$ cat src/rtl/muxn_pkg.sv
// Shared types and helpers for the muxn_stage select-and-register pipeline stage.
package muxn_pkg;

    localparam int unsigned MUXN_MAX_IN = 16;
    localparam int unsigned MUXN_MIN_IN = 2;

    typedef enum logic [1:0] {
        EMPTY,
        ONE,
        TWO
    } stage_st_e;

    function automatic logic sel_in_range(input int unsigned sel, input int unsigned num_in);
        return sel < num_in;
    endfunction

endpackage

$ cat src/rtl/muxn_stage_if.sv
// Upstream beat, downstream beat and flush signals of one muxn_stage instance.
interface muxn_stage_if #(
    parameter int unsigned WIDTH  = 32,
    parameter int unsigned NUM_IN = 4
);
    localparam int unsigned SEL_W = $clog2(NUM_IN);

    logic [NUM_IN*WIDTH-1:0] in_data;
    logic [SEL_W-1:0]        sel;
    logic                    in_valid;
    logic                    in_ready;
    logic                    flush;
    logic [WIDTH-1:0]        out_data;
    logic                    out_valid;
    logic                    out_ready;
    logic                    sel_err;

    modport slave (
        input  in_data, sel, in_valid, flush, out_ready,
        output in_ready, out_data, out_valid, sel_err
    );

    modport master (
        output in_data, sel, in_valid, flush, out_ready,
        input  in_ready, out_data, out_valid, sel_err
    );
endinterface

$ cat src/rtl/muxn_skid.sv
// Second pipeline entry: holds the beat that arrives while the output register is stalled.
module muxn_skid #(
    parameter int unsigned WIDTH = 32
) (
    input  logic             clk,
    input  logic             rst_n,
    input  logic             load,
    input  logic             unload,
    input  logic             clear,
    input  logic [WIDTH-1:0] d,
    output logic [WIDTH-1:0] q,
    output logic             valid
);

    always_ff @(posedge clk) begin
        if (!rst_n) begin
            valid <= 1'b0;
        end else if (clear) begin
            valid <= 1'b0;
        end else if (load) begin
            valid <= 1'b1;
        end else if (unload) begin
            valid <= 1'b0;
        end
    end

    // Data needs no reset; valid qualifies it.
    always_ff @(posedge clk) begin
        if (load) begin
            q <= d;
        end
    end

endmodule

$ cat src/rtl/muxn_stage.sv
// N-way operand select into a registered valid/ready stage with a 2-entry skid and flush.
// Define MUXN_STAGE_SEL_CHECK_EN to build the sticky out-of-range select flag.
module muxn_stage
    import muxn_pkg::*;
#(
    parameter int unsigned     WIDTH     = 32,
    parameter int unsigned     NUM_IN    = 4,
    parameter logic [WIDTH-1:0] RESET_VAL = '0
) (
    input logic         clk,
    input logic         rst_n,
    muxn_stage_if.slave bus
);

    localparam int unsigned SEL_W = $clog2(NUM_IN);

    if (NUM_IN < MUXN_MIN_IN || NUM_IN > MUXN_MAX_IN) begin : g_bad_num_in
        $error("muxn_stage: NUM_IN=%0d outside supported range", NUM_IN);
    end

    stage_st_e        state_q, state_d;
    logic [WIDTH-1:0] out_data_q, mux_data, skid_q;
    logic             out_valid_q, in_ready_q, skid_valid;
    logic             out_valid_d, in_ready_d;
    logic             in_xfer, out_xfer, sel_ok;
    logic             load_mux, load_skid_out, skid_load, skid_unload;

    assign in_xfer  = bus.in_valid && in_ready_q;
    assign out_xfer = out_valid_q && bus.out_ready;
    assign sel_ok   = sel_in_range(32'(bus.sel), NUM_IN);

    // Out-of-range selects fall back to input 0.
    always_comb begin
        mux_data = bus.in_data[WIDTH-1:0];
        if (sel_ok) begin
            for (int unsigned k = 0; k < NUM_IN; k++) begin
                if (bus.sel == SEL_W'(k)) begin
                    mux_data = bus.in_data[k*WIDTH +: WIDTH];
                end
            end
        end
    end

    always_ff @(posedge clk) begin
        if (!rst_n) begin
            state_q <= EMPTY;
        end else begin
            state_q <= state_d;
        end
    end

    always_comb begin
        state_d = state_q;
        if (bus.flush) begin
            state_d = EMPTY;
        end else begin
            case (state_q)
                EMPTY:   if (in_xfer) state_d = ONE;
                ONE: begin
                    if (in_xfer && !out_xfer)      state_d = TWO;
                    else if (!in_xfer && out_xfer) state_d = EMPTY;
                end
                TWO:     if (out_xfer) state_d = ONE;
                default: state_d = EMPTY;
            endcase
        end
    end

    always_comb begin
        load_mux      = 1'b0;
        load_skid_out = 1'b0;
        skid_load     = 1'b0;
        skid_unload   = 1'b0;
        out_valid_d   = (state_d != EMPTY);
        in_ready_d    = (state_d != TWO);
        if (!bus.flush) begin
            case (state_q)
                EMPTY: load_mux = in_xfer;
                ONE: begin
                    load_mux  = in_xfer && out_xfer;
                    skid_load = in_xfer && !out_xfer;
                end
                TWO: begin
                    load_skid_out = out_xfer && skid_valid;
                    skid_unload   = out_xfer;
                end
                default: ;
            endcase
        end
    end

    always_ff @(posedge clk) begin
        if (!rst_n) begin
            out_data_q  <= RESET_VAL;
            out_valid_q <= 1'b0;
            in_ready_q  <= 1'b1;
        end else begin
            out_valid_q <= out_valid_d;
            in_ready_q  <= in_ready_d;
            if (bus.flush)          out_data_q <= RESET_VAL;
            else if (load_mux)      out_data_q <= mux_data;
            else if (load_skid_out) out_data_q <= skid_q;
        end
    end

    muxn_skid #(.WIDTH(WIDTH)) u_skid (
        .clk    (clk),
        .rst_n  (rst_n),
        .load   (skid_load),
        .unload (skid_unload),
        .clear  (bus.flush),
        .d      (mux_data),
        .q      (skid_q),
        .valid  (skid_valid)
    );

`ifdef MUXN_STAGE_SEL_CHECK_EN
    logic sel_err_q;

    // Sticky until reset; flush leaves it alone.
    always_ff @(posedge clk) begin
        if (!rst_n) begin
            sel_err_q <= 1'b0;
        end else if (in_xfer && !sel_ok) begin
            sel_err_q <= 1'b1;
            $error("muxn_stage: sel=%0d out of range for NUM_IN=%0d", bus.sel, NUM_IN);
        end
    end

    assign bus.sel_err = sel_err_q;
`else
    assign bus.sel_err = 1'b0;
`endif

    assign bus.out_data  = out_data_q;
    assign bus.out_valid = out_valid_q;
    assign bus.in_ready  = in_ready_q;

endmodule
$ cat src/flat_wrapper.sv
// flat-port wrapper written by rule: the top's interface ports become plain ports
module muxn_stage_flat import muxn_pkg::*;
#(
    parameter int unsigned     WIDTH     = 32,
    parameter int unsigned     NUM_IN    = 4,
    parameter logic [WIDTH-1:0] RESET_VAL = '0
)
  (clk, rst_n, bus_in_data, bus_sel, bus_in_valid, bus_flush, bus_out_ready, bus_in_ready, bus_out_data, bus_out_valid, bus_sel_err);
  muxn_stage_if #(.WIDTH(WIDTH), .NUM_IN(NUM_IN)) bus_i ();
  input logic clk;
  input logic rst_n;
  input wire logic [$bits(bus_i.in_data)-1:0] bus_in_data;
  input wire logic [$bits(bus_i.sel)-1:0] bus_sel;
  input wire logic [$bits(bus_i.in_valid)-1:0] bus_in_valid;
  input wire logic [$bits(bus_i.flush)-1:0] bus_flush;
  input wire logic [$bits(bus_i.out_ready)-1:0] bus_out_ready;
  output wire logic [$bits(bus_i.in_ready)-1:0] bus_in_ready;
  output wire logic [$bits(bus_i.out_data)-1:0] bus_out_data;
  output wire logic [$bits(bus_i.out_valid)-1:0] bus_out_valid;
  output wire logic [$bits(bus_i.sel_err)-1:0] bus_sel_err;
  assign bus_i.in_data = bus_in_data;
  assign bus_i.sel = bus_sel;
  assign bus_i.in_valid = bus_in_valid;
  assign bus_i.flush = bus_flush;
  assign bus_i.out_ready = bus_out_ready;
  assign bus_in_ready = bus_i.in_ready;
  assign bus_out_data = bus_i.out_data;
  assign bus_out_valid = bus_i.out_valid;
  assign bus_sel_err = bus_i.sel_err;
  muxn_stage #(.WIDTH(WIDTH), .NUM_IN(NUM_IN), .RESET_VAL(RESET_VAL)) u_core (.clk(clk), .rst_n(rst_n), .bus(bus_i));
endmodule
$ cat config.mk
export PLATFORM = sky130hd
export DESIGN_NAME = muxn_stage_flat
export DESIGN_NICKNAME = d
export VERILOG_FILES = /design/src/rtl/muxn_pkg.sv /design/src/rtl/muxn_stage_if.sv /design/src/rtl/muxn_skid.sv /design/src/rtl/muxn_stage.sv /design/src/flat_wrapper.sv
export SDC_FILE = /design/constraint.sdc
export NUM_CORES = 1
export LEC_CHECK = 0
export CAP_MARGIN = 20
export CORE_MARGIN = 2
export CORE_UTILIZATION = 40
export DETAILED_ROUTE_END_ITERATION = 16
export PLACE_DENSITY = 0.87
export RECOVER_POWER = 25
export SLEW_MARGIN = 20
export SYNTH_ARGS = -nofsm -noshare
export SYNTH_HDL_FRONTEND = slang
export SYNTH_HIERARCHICAL = 1
export SYNTH_SLANG_ARGS = --single-unit
$ cat constraint.sdc
create_clock -name clk -period 5.6 [get_ports clk]
set_input_delay 0.84 -clock clk [delete_from_list [all_inputs] [get_ports clk]]
set_output_delay 0.84 -clock clk [all_outputs]
set_load 0.005 [all_outputs]
==> flow_metrics.tcl, run 1 <==
set metrics [dict create \
    ys_seq_area_frac 0.516 \
    syn-num-nets 384 \
    cts_sinks 69 \
    routedWlPerCell_um 17.2 \
    status "complete, but fails checks" \
    hold_buffers 0 \
    ys_ff_latch 69 \
    synth_cell_type_count 28 \
    core-area_mm2 0.00809 \
    nNetsFinal 546 \
    clkTransAtPathRegs_ns 0.07 \
    switchingPower_uw 254 \
    place.gp.congestion 0.722 \
    syn_to_final_growth_pct 57.4 \
    drt_wl_total_um 8940 \
    clock_skew_ns 0.00664 \
    num_rows 33 \
    top_usage_layer "met2" \
    htreeDepth 3 \
    ios 170 \
    synth_top_area_frac 0.291 \
    die-area_mm2 0.00899 \
    hp-class "reg -> reg" \
    powerDensity_mw_per_mm2 222 \
    cts_tree "done" \
    grt.overflow.total 0 \
    grt_pass1_wl_um 13500 \
    antenna_cells 0 \
    p_comb_frac 0.196 \
    crit_chain "dlygate4sd3_1, clkbuf_1, mux4_2, nor3b_1, a2111oi_2" \
    async_reset_ff_frac 0 \
    numCtsBuffers 9 \
    io_buffers 168 \
    drive_above_1_share 0.139 \
    post-route-min-period_ns 3.30 \
    synth_enable_flop_cells 32 \
    setup_viol 0 \
    arrival_ns 3.49 \
    synth_area_mm2 0.00330 \
    rsz0062_at_grt "no" \
    p_clk_frac 0.326 \
    setup_tns_ns 0 \
    criticalPathCategory "in -> reg" \
    root_buffer "clkbuf_8" \
    track_usage 0.199 \
    critPathLaunchType "primary input" \
    crit_required_ns 5.79 \
    met1_usage 0.217 \
    ant_nets 0 \
    finalPower_mw 1.15 \
    synth_ff_type "dfxtp_1" \
    place_hpwl_um 6790 \
    leakagePower_nw 1.79 \
    critical_path.max_stage_delay_ns 1.32 \
    crit_path_end_kind "register" \
    viasPerCell 5.37 \
    finalHoldViolCount 0 \
    yosysMostFrequentCell "dfxtp_1" \
    maxSlewViolCount 33 \
    vias 2800 \
    p_sw_frac 0.221 \
    route.detailed.drc 0 \
    tightest_slew_ns 1.84 \
    violations "capacitance limit, slew limit" \
    p_int_uw 897 \
    cts_buffer_depth 2 \
    sequentialPowerShare 0.478 \
    ir_worst_vdd_v 0.000136 \
    grt_util_met3 0.0527 \
    fin_crit_sh 0.589 \
    die_h_um 94.8 \
    yosys-top-cells-count "dfxtp_1, a21oi_1, nand2_1, edfxtp_1, mux4_2" \
    synthTopCellsByArea "edfxtp_1, dfxtp_1, mux4_2" \
    max_clock_freq_mhz 303 \
    grt_max_degree 35 \
    post_cts_resized 0 \
    dieWidth_um 94.8 \
    syn_avg_cell_area_um2 13.3 \
    cp_slowest_cell "clkbuf_1" \
    dr.pass1.iters 5 \
    postSynthCellCount 249 \
    start_util 0.408 \
    cap_viol_max_count 1 \
    grt_pass1_vias 2905 \
    relSlewSlack -0.226 \
    critPathMaxFanout 32 \
    antenna_found_initial 0 \
    postCtsSetupRepairBufs 0 \
    synth_top_area_cell "edfxtp_1" \
    met2_usage 0.359 \
    clk_latency_ns 0.33 \
    drtIter0Drc 101 \
    synth_warnings 6 \
]
## worst paths after layout
kind | endpoint | from | slack (ns) | cells past startpoint
max reg2reg | u_core/bus.out_data[25] | u_core/state_q[1] | 3.62 | 5
min reg2reg | u_core/bus.out_data[28] | u_core/bus.out_data[28] | 0.46 | 2
max | u_core/bus.out_data[26] | bus_sel[1] | 2.30 | 5
min | u_core/bus.out_data[28] | u_core/bus.out_data[28] | 0.46 | 2
## layout by cell type, fill, tap and decap left out, types with 5 or more instances in the layout
cell / instances
dlygate4sd3_1: 5
inv_1: 5
a22oi_1: 30
dfxtp_1: 37
edfxtp_1: 32
mux4_2: 32
buf_4: 5
clkbuf_8: 9
clkdlybuf4s50_1: 162
nand2_1: 33
a21oi_1: 33
## logic make-up after synthesis
| family | Yosys count | synth area share |
|---|---|---|
| buf+inv | 27 | 0.0508 |
| mux | 33 | 0.222 |
| flops | 69 | 0.516 |
| other cells | 1 | 0.00114 |
| simple gates | 48 | 0.0671 |
| compound gates | 71 | 0.143 |
## layout make-up
| cell class | count | area [µm²] |
|---|---|---|
| fillers | 637 | 2900 |
| repair buffers | 173 | 1710 |
| flip-flops and latches | 69 | 1700 |
| multi-input cells | 153 | 1450 |
| clock buffers | 11 | 131 |
| well taps | 105 | 131 |
| clock inverters | 5 | 51.3 |
| inverters | 5 | 18.8 |
## metrics by stage
stage          setup slack (ns)  hold slack, ns  cells  area, µm²  utilization
2_1_floorplan             0.911           0.453    249       3300            -
3_3_place_gp               2.39           0.443    505       5010        0.619
3_5_place_dp               2.69           0.446    505       5010        0.619
4_1_cts                    3.03           0.457    521       5190        0.642
5_1_grt                    2.14           0.475    521       5190        0.642
6_report                   2.30           0.456    521       5190        0.642
## power by group through the flow
stage               Combinational (mW)  Sequential (mW)  Clock, mW
floorplan                       0.0969            0.562          0
global placement                 0.219            0.561          0
detailed placement               0.227            0.562          0
CTS                              0.227            0.551      0.384
global route                     0.243            0.552      0.415
finish                           0.225            0.551      0.375
## flip-flops by register name, summed over array words and instances (netlist names)
name / count
u_core/bus.in_ready: 1
u_core/u_skid/q: 32
u_core/state_q: 2
u_core/u_skid/valid: 1
u_core/bus.out_valid: 1
u_core/bus.out_data: 32
## layer usage
| metal | routed length (µm) | vias up |
|---|---|---|
| li1 | - | 1301 |
| met1 | 3210 | 1359 |
| met2 | 4840 | 128 |
| met3 | 751 | 12 |
| met4 | 143 | 0 |
| met5 | 0 | - |
## critical path: cells and delay by family
| kind | cells | cell delay, ns |
|---|---|---|
| simple gates | 1 | 0.26 |
| mux | 1 | 0.49 |
| buf+inv | 2 | 1.84 |
| compound gates | 1 | 0.06 |
(Power assumes the default switching activity.)
==> run 2: changes to the inputs <==
==> constraint.sdc (replaced) <==
create_clock -name clk -period 3.2 [get_ports clk]
set_input_delay 0.48 -clock clk [delete_from_list [all_inputs] [get_ports clk]]
set_output_delay 0.48 -clock clk [all_outputs]
set_load 0.005 [all_outputs]
==> flow_metrics.tcl, run 2 (same netlist as run 1, synthesis figures left out) <==
set metrics [dict create \
    multi_input_area_mm2 0.00145 \
    crit_chain "clkdlybuf4s50_1, nor3b_2, and3_1, buf_4, a22oi_1, a21oi_1" \
    dp.cells 508 \
    place_hpwl_um 7150 \
    grt_pass1_vias 3047 \
    track_usage 0.220 \
    grt_max_degree 34 \
    final_cell_mix "clkdlybuf4s50_1, dfxtp_1, nand2_1, a21oi_1" \
    grt.overflow.total 0 \
    syn_to_final_growth_pct 58.7 \
    hp-class "reg -> reg" \
    relSlewSlack 0.531 \
    setup_tns_ns 0 \
    critPathMaxFanout 14 \
    mostFrequentLayoutCell "clkdlybuf4s50_1" \
    numCtsBuffers 9 \
    fin_crit_sh 0.696 \
    finalHoldViolCount 0 \
    cts_tree "done" \
    finalNonFillerCells 524 \
    place.gp.congestion 0.810 \
    num_rows 33 \
    htreeDepth 3 \
    drive_above_1_share 0.146 \
    viasPerCell 5.37 \
    dieWidth_um 94.8 \
    ir_worst_vdd_v 0.000213 \
    setup_viol 0 \
    root_buffer "clkbuf_8" \
    rsz0062_at_grt "no" \
    leakagePower_nw 1.85 \
    path_buf_inv 2 \
    routedWlPerCell_um 17.8 \
    tightest_slew_ns 0.701 \
    vias 2812 \
    ios 170 \
    final_util 0.647 \
    critPathLaunchType "primary input" \
    maxSlewViolCount 0 \
    critical_path.max_stage_delay_ns 0.55 \
    nNetsFinal 549 \
    cts_sinks 69 \
    whs_ns 0.454 \
    crit_family "buffers and inverters" \
    core-area_mm2 0.00809 \
    drt_wl_total_um 9330 \
    post-route-min-period_ns 2.23 \
    start_util 0.408 \
    dr.pass1.iters 4 \
    criticalPathCategory "in -> reg" \
    die_h_um 94.8 \
    arrival_ns 2.47 \
    antenna_cells 0 \
    grt_pass1_wl_um 14900 \
    status "complete, no violations" \
    io_buffers 168 \
    cap_viol_max_count 0 \
    powerDensity_mw_per_mm2 387 \
    crit_path_end_kind "register" \
    num-fill-cells 646 \
    postCtsSetupRepairBufs 0 \
    clk_latency_ns 0.34 \
    clkTransAtPathRegs_ns 0.07 \
    die-area_mm2 0.00899 \
    crit_required_ns 3.44 \
    max_clock_freq_mhz 449 \
    antenna_found_initial 0 \
    cp_slowest_cell "clkdlybuf4s50_1" \
    cts_buffer_depth 2 \
    drtIter0Drc 124 \
    regArea_mm2 0.00170 \
    ant_nets 0 \
    clock_skew_ns 0.0109 \
    route.detailed.drc 0 \
    post_cts_resized 0 \
    hold_buffers 0 \
]
==> run 2: final cells by class <==
type / count / area share
Timing Repair Buffer: 176 / 0.334
Sequential cell: 69 / 0.325
Multi-Input combinational cell: 153 / 0.277
Clock buffer: 11 / 0.0251
Tap cell: 105 / 0.0251
Clock inverter: 5 / 0.00980
Inverter: 5 / 0.00358
==> run 2: power by group <==
part / switching, mW / leakage (nW) / internal, mW / total, mW
clock: 0.308 / 0.0907 / 0.355 / 0.664
sequential: 0.0117 / 0.590 / 0.952 / 0.964
combinational: 0.137 / 1.17 / 0.261 / 0.398
==> run 2: layer usage <==
metal  wire [µm]  share of wire  vias to the layer above  track usage
met5           0              0                        -            0
met3         625          0.067                       12       0.0519
li1            -              -                     1309            -
met2        4930           0.53                      112        0.389
met1        3630           0.39                     1379        0.261
met4         134          0.014                        0       0.0809
==> run 2: final timing paths <==
check	from	end	slack (ns)	depth (start not counted)
max	bus_flush	u_core/bus.out_data[28]	0.97	6
min	u_core/bus.out_data[25]	u_core/bus.out_data[25]	0.45	2
max reg2reg	u_core/state_q[1]	u_core/bus.out_data[28]	1.23	5
min reg2reg	u_core/bus.out_data[25]	u_core/bus.out_data[25]	0.45	2
==> run 2: per-stage QoR <==
stage | setup slack (ns) | cell area, µm² | total power, mW
2_1_floorplan | 0.258 | 3310 | 1.15
3_3_place_gp | 0.808 | 5050 | 1.37
3_5_place_dp | 0.651 | 5050 | 1.39
4_1_cts | 0.987 | 5240 | 2.05
5_1_grt | 0.857 | 5240 | 2.11
6_report | 0.972 | 5240 | 2.03
==> run 2: worst min-delay path: stages (launching register included) <==
cell	delay [ns]
dfxtp_1	0.31
nand2_1	0.05
a21oi_1	0.05
==> edit 1: new RTL, config.mk and constraints of run 1 <==
Encoding of `stage_st_e`: now one-hot (3 bits for 3 values).
--- a/src/rtl/muxn_pkg.sv
+++ b/src/rtl/muxn_pkg.sv
@@ -4,10 +4,10 @@
     localparam int unsigned MUXN_MAX_IN = 16;
     localparam int unsigned MUXN_MIN_IN = 2;
 
-    typedef enum logic [1:0] {
-        EMPTY,
-        ONE,
-        TWO
+    typedef enum logic [2:0] {
+        EMPTY = 3'b001,
+        ONE   = 3'b010,
+        TWO   = 3'b100
     } stage_st_e;
 
     function automatic logic sel_in_range(input int unsigned sel, input int unsigned num_in);
Check against the original RTL: same outputs for any inputs over 10 cycles, from zero or initial values and one cycle with rst_n low; not proved beyond that.
==> edit 1 against run 1 <==
The flow still finishes with violations (max-capacitance violations, max-slew violations). Combinational power fell by 9.3%. Power rose by 5.6%. Count of clock-buffer cells in the layout did not move. Routed wire length fell by 4.2%. Register-to-register slack lost 0.11 ns. Critical endpoint unchanged. Critical path type unchanged. Setup slack got worse by 0.016 ns. Clock power grew 22%. Synthesized area rose by 3.1%. Non-clock buffer count unchanged. Critical path depth did not move. Sequential cell count up 1. First-iteration DRC count fell by 47%. Cell area up 2.6%. Largest cell class is now sequential cells. Largest power group unchanged.
==> edit 1: results <==
[cells_and_area]
fillers = 623
layout-drive-gt1-share = 0.1462

[global_routing]
grtUsageTotal = 0.1865
grt_first_pass_wirelength_mm = 13.08

[power]
power.sequential.total_uw = 555
vdd_drop_max_uv = 103.9
comb-power_uw = 204
leakagePower_nw = 1.900

[detailed_routing]
detailedRoute.firstIterationViolations = 54
drt-vias-per-instance = 5.309
detailroute.wirelength.met2_mm = 4.879
wl_met3_um = 516
overall_routed_net_length_mm = 8.559

[run]
drv_cap = 1

[critical_path]
setup.reg_to_reg.worst_slack_ns = 3.51
worst_ep_arrival_time_ns = 3.53
critical-path-max-stage-delay_ns = 1.26

[outcome]
failed_checks = "max-capacitance violations, max-slew violations"
run_status = "finished with violations"

[timing]
tightestPinTransition_ns = 1.756
report.final.slew_viol_count = 33
holdWs_ns = 0.4715

[synth]
synth_xor_xnor_area_share = 0.002574
yosys-mux-area-fraction = 0.2140
seq_area_frac_synth = 0.5061
syn_nets = 355

[placement]
gp_routability_congestion = 0.8241

[hold_path]
hold_end = "u_core/bus.out_data[16]"
hp_start = "u_core/u_skid/q[16]"
-- edit 1: changes by cell type in the layout (fill, tap and decap cells not counted), moves of 4 or more --
cell | before | now
a221o_1 | 0 | 32
a21oi_1 | 33 | 2
and2_1 | 2 | 32
inv_1 | 5 | 1
nand2_1 | 33 | 3
a22oi_1 | 30 | 0
-- edit 1: routing by layer --
layer / up-vias / track usage
li1: 1230 / -
met1: 1295 / 0.2029
met2: 99 / 0.3542
met3: 4 / 0.03994
met4: 0 / 0.06310
met5: - / 0
-- edit 1: worst max path at each step --
stage                              from                 endpoint  slack [ns]  cells after the start
final                        bus_sel[1]  u_core/bus.out_data[26]        2.29                      5
after global routing         bus_sel[1]  u_core/bus.out_data[26]        2.16                      5
after CTS                 bus_out_ready   u_core/bus.out_data[8]        2.72                      5
after detailed placement  bus_out_ready   u_core/bus.out_data[0]        2.38                      5
after global placement    bus_out_ready   u_core/bus.out_data[4]        2.50                      5
after floorplan            bus_in_valid      u_core/u_skid/valid        0.46                      4
-- edit 1: final cells by class --
| cell class | instances | area [µm²] | area share |
|---|---|---|---|
| repair buffers | 173 | 1713 | 0.3215 |
| clock buffers | 11 | 151.4 | 0.02842 |
| inverters | 1 | 3.754 | 0.0007046 |
| multi-input cells | 130 | 1526 | 0.2865 |
| well taps | 105 | 131.4 | 0.02466 |
| flip-flops and latches | 70 | 1722 | 0.3232 |
| clock inverters | 5 | 80.08 | 0.01503 |
-- edit 1: through the flow --
step           cell area, µm²  power, mW  setup WS, ns  cells  utilization
2_1_floorplan            3402     0.6507        0.4561    220            -
3_3_place_gp             5096     0.7655         2.499    479       0.6202
3_5_place_dp             5096     0.7726         2.384    479       0.6202
4_1_cts                  5328      1.228         2.721    495       0.6484
5_1_grt                  5328      1.262         2.157    495       0.6484
6_report                 5328      1.215         2.286    495       0.6484
==> edit 2: new RTL, flow settings as in run 1 <==
Made on the original files. `NUM_IN` is set to 4 in 3 places; all go to 2.
--- a/src/rtl/muxn_stage_if.sv
+++ b/src/rtl/muxn_stage_if.sv
@@ -1,7 +1,7 @@
 // Upstream beat, downstream beat and flush signals of one muxn_stage instance.
 interface muxn_stage_if #(
     parameter int unsigned WIDTH  = 32,
-    parameter int unsigned NUM_IN = 4
+    parameter int unsigned NUM_IN = 2
 );
     localparam int unsigned SEL_W = $clog2(NUM_IN);
 
--- a/src/rtl/muxn_stage.sv
+++ b/src/rtl/muxn_stage.sv
@@ -4,7 +4,7 @@
     import muxn_pkg::*;
 #(
     parameter int unsigned     WIDTH     = 32,
-    parameter int unsigned     NUM_IN    = 4,
+    parameter int unsigned     NUM_IN    = 2,
     parameter logic [WIDTH-1:0] RESET_VAL = '0
 ) (
     input logic         clk,
--- a/src/flat_wrapper.sv
+++ b/src/flat_wrapper.sv
@@ -2,7 +2,7 @@
 module muxn_stage_flat import muxn_pkg::*;
 #(
     parameter int unsigned     WIDTH     = 32,
-    parameter int unsigned     NUM_IN    = 4,
+    parameter int unsigned     NUM_IN    = 2,
     parameter logic [WIDTH-1:0] RESET_VAL = '0
 )
   (clk, rst_n, bus_in_data, bus_sel, bus_in_valid, bus_flush, bus_out_ready, bus_in_ready, bus_out_data, bus_out_valid, bus_sel_err);
Ports: changed (resized bus_in_data and bus_sel); port bits go from 170 to 105. The function was not compared with the original's and may differ.
==> edit 2 against run 1 <==
Power decreased by 7.5%. Cell area decreased by 18%. Combinational power decreased by 38%. Via count decreased by 26%. The run still ends with max-capacitance violations, max-slew violations left. Routed wire length decreased by 30%. Setup slack improved by 0.16 ns. Largest power group unchanged. Sequential cell count unchanged. Fmax increased by 4.9%. Critical path type unchanged. Synthesized area decreased by 8.8%. Register-to-register slack got worse by 0.02 ns. Non-clock buffer count decreased by 66.
==> edit 2: results <==
[synth]
synth_area_per_cell_um2 = 14.26
syn_nets = 281
synthFlopType = "dfxtp_1"
netlist-cell-type-count = 31
seq_area_frac_synth = 0.5657
synth.area.top_cells = "edfxtp_1 32%, dfxtp_1 25%, mux2i_1 11%"
most_frequent_cells_after_synthesis = "37 x dfxtp_1, 32 x edfxtp_1, 32 x mux2i_1, 32 x o2bb2ai_1, 24 x mux2_2"

[cells_and_area]
buffers = 107
inverters_excl_clock = 1
multi_input_gate_share_of_the_layout_cell_area = 0.2779
area_share_nonclk_buffers = 0.2482
clock_buffers = 12
layout-drive-gt1-share = 0.1101
fillers = 614
final-clk-cell-share = 0.04303
layout.cells.non_filler = 417
num-nets-final = 384
layout.comb_gates.multi_input = 126

[clock_network]
postCtsSetupBuffers = 0
cts.reportedPaths.clkPinSlew_ns = 0.06
cts-root-buf = "clkbuf_8"
resized_after_cts = 0
cts-root-to-sink-buffers = 2

[global_routing]
grt_pass1_vias = 2195
grt_first_pass_wirelength_mm = 10.52
pin_count_of_the_biggest_net_entering_global_routing = 33
grtUsageTotal = 0.1580

[timing]
final.setup_skew_ns = 0.007141
max_slew_margin = -0.1769
report.final.slew_viol_count = 33
timing.final.setup_violations = 0

[critical_path]
worst_ep_arrival_time_ns = 3.32

[detailed_routing]
detailedRoute.firstIterationViolations = 52
number_of_vias_after_detailed_routing = 2081
overall_routed_net_length_mm = 6.284
drt_pre_antenna_iters = 4

[power]
leakagePower_nw = 1.638
vdd_drop_max_uv = 118.6
switching_component_of_the_power_uw = 221.7

[die]
num_rows = 31

[outcome]
failed_checks = "max-capacitance violations, max-slew violations"
run_status = "finished with violations"

[placement]
dpl_cell_area_um2 = 4070
place_hpwl_mm = 4.490
placement.setup.worst_slack_ns = 2.677
gp_routability_congestion = 0.7965
io_buffer_count = 103
place.detailed.instances = 402

[run]
drv_cap = 1
==> edit 2: worst paths after layout <==
check                     startpoint                 endpoint  slack [ns]  cells after the start
max                          bus_sel  u_core/bus.out_data[14]        2.46                      5
min          u_core/bus.out_data[15]  u_core/bus.out_data[15]        0.46                      1
max reg2reg        u_core/state_q[0]   u_core/bus.out_data[5]        3.60                      4
min reg2reg  u_core/bus.out_data[15]  u_core/bus.out_data[15]        0.46                      1
==> edit 2: through the flow <==
stage | total power, mW | util
floorplan | 0.6297 | -
global placement | 0.6972 | 0.5608
detailed placement | 0.7024 | 0.5612
CTS | 1.082 | 0.5863
global route | 1.111 | 0.5853
finish | 1.064 | 0.5853
==> edit 2: power by group through the flow <==
| stage | Sequential (mW) | Combinational, mW | Clock (mW) |
|---|---|---|---|
| global route | 0.549 | 0.151 | 0.411 |
| global placement | 0.559 | 0.138 | 0 |
| floorplan | 0.559 | 0.0707 | 0 |
| finish | 0.548 | 0.139 | 0.377 |
| detailed placement | 0.559 | 0.144 | 0 |
| CTS | 0.548 | 0.144 | 0.390 |
==> edit 2: kinds of logic (layout without fill, tap and decap cells) <==
logic type,after synthesis,in the layout,synth area share
other cells,1,1,0.001247
flops,69,69,0.5657
mux,64,64,0.2263
simple gates,20,20,0.04202
compound gates,41,41,0.1198
buf+inv,16,123,0.04492
==> edit 2: routing by layer <==
layer  share of wire  routed length, µm  GRT usage  up-vias
met4          0.0038                 24    0.04359        0
li1                -                  -          -     1008
met5               0                  0          0        -
met1            0.45               2834     0.1950     1011
met3           0.054                339    0.05342        2
met2            0.49               3086     0.2637       60
==> edit 2: critical path, cell delays in order <==
cell,delay (ns)
dlygate4sd3_1,0.52
clkbuf_1,1.27
mux2_2,0.47
mux2i_1,0.13
o2bb2ai_1,0.08
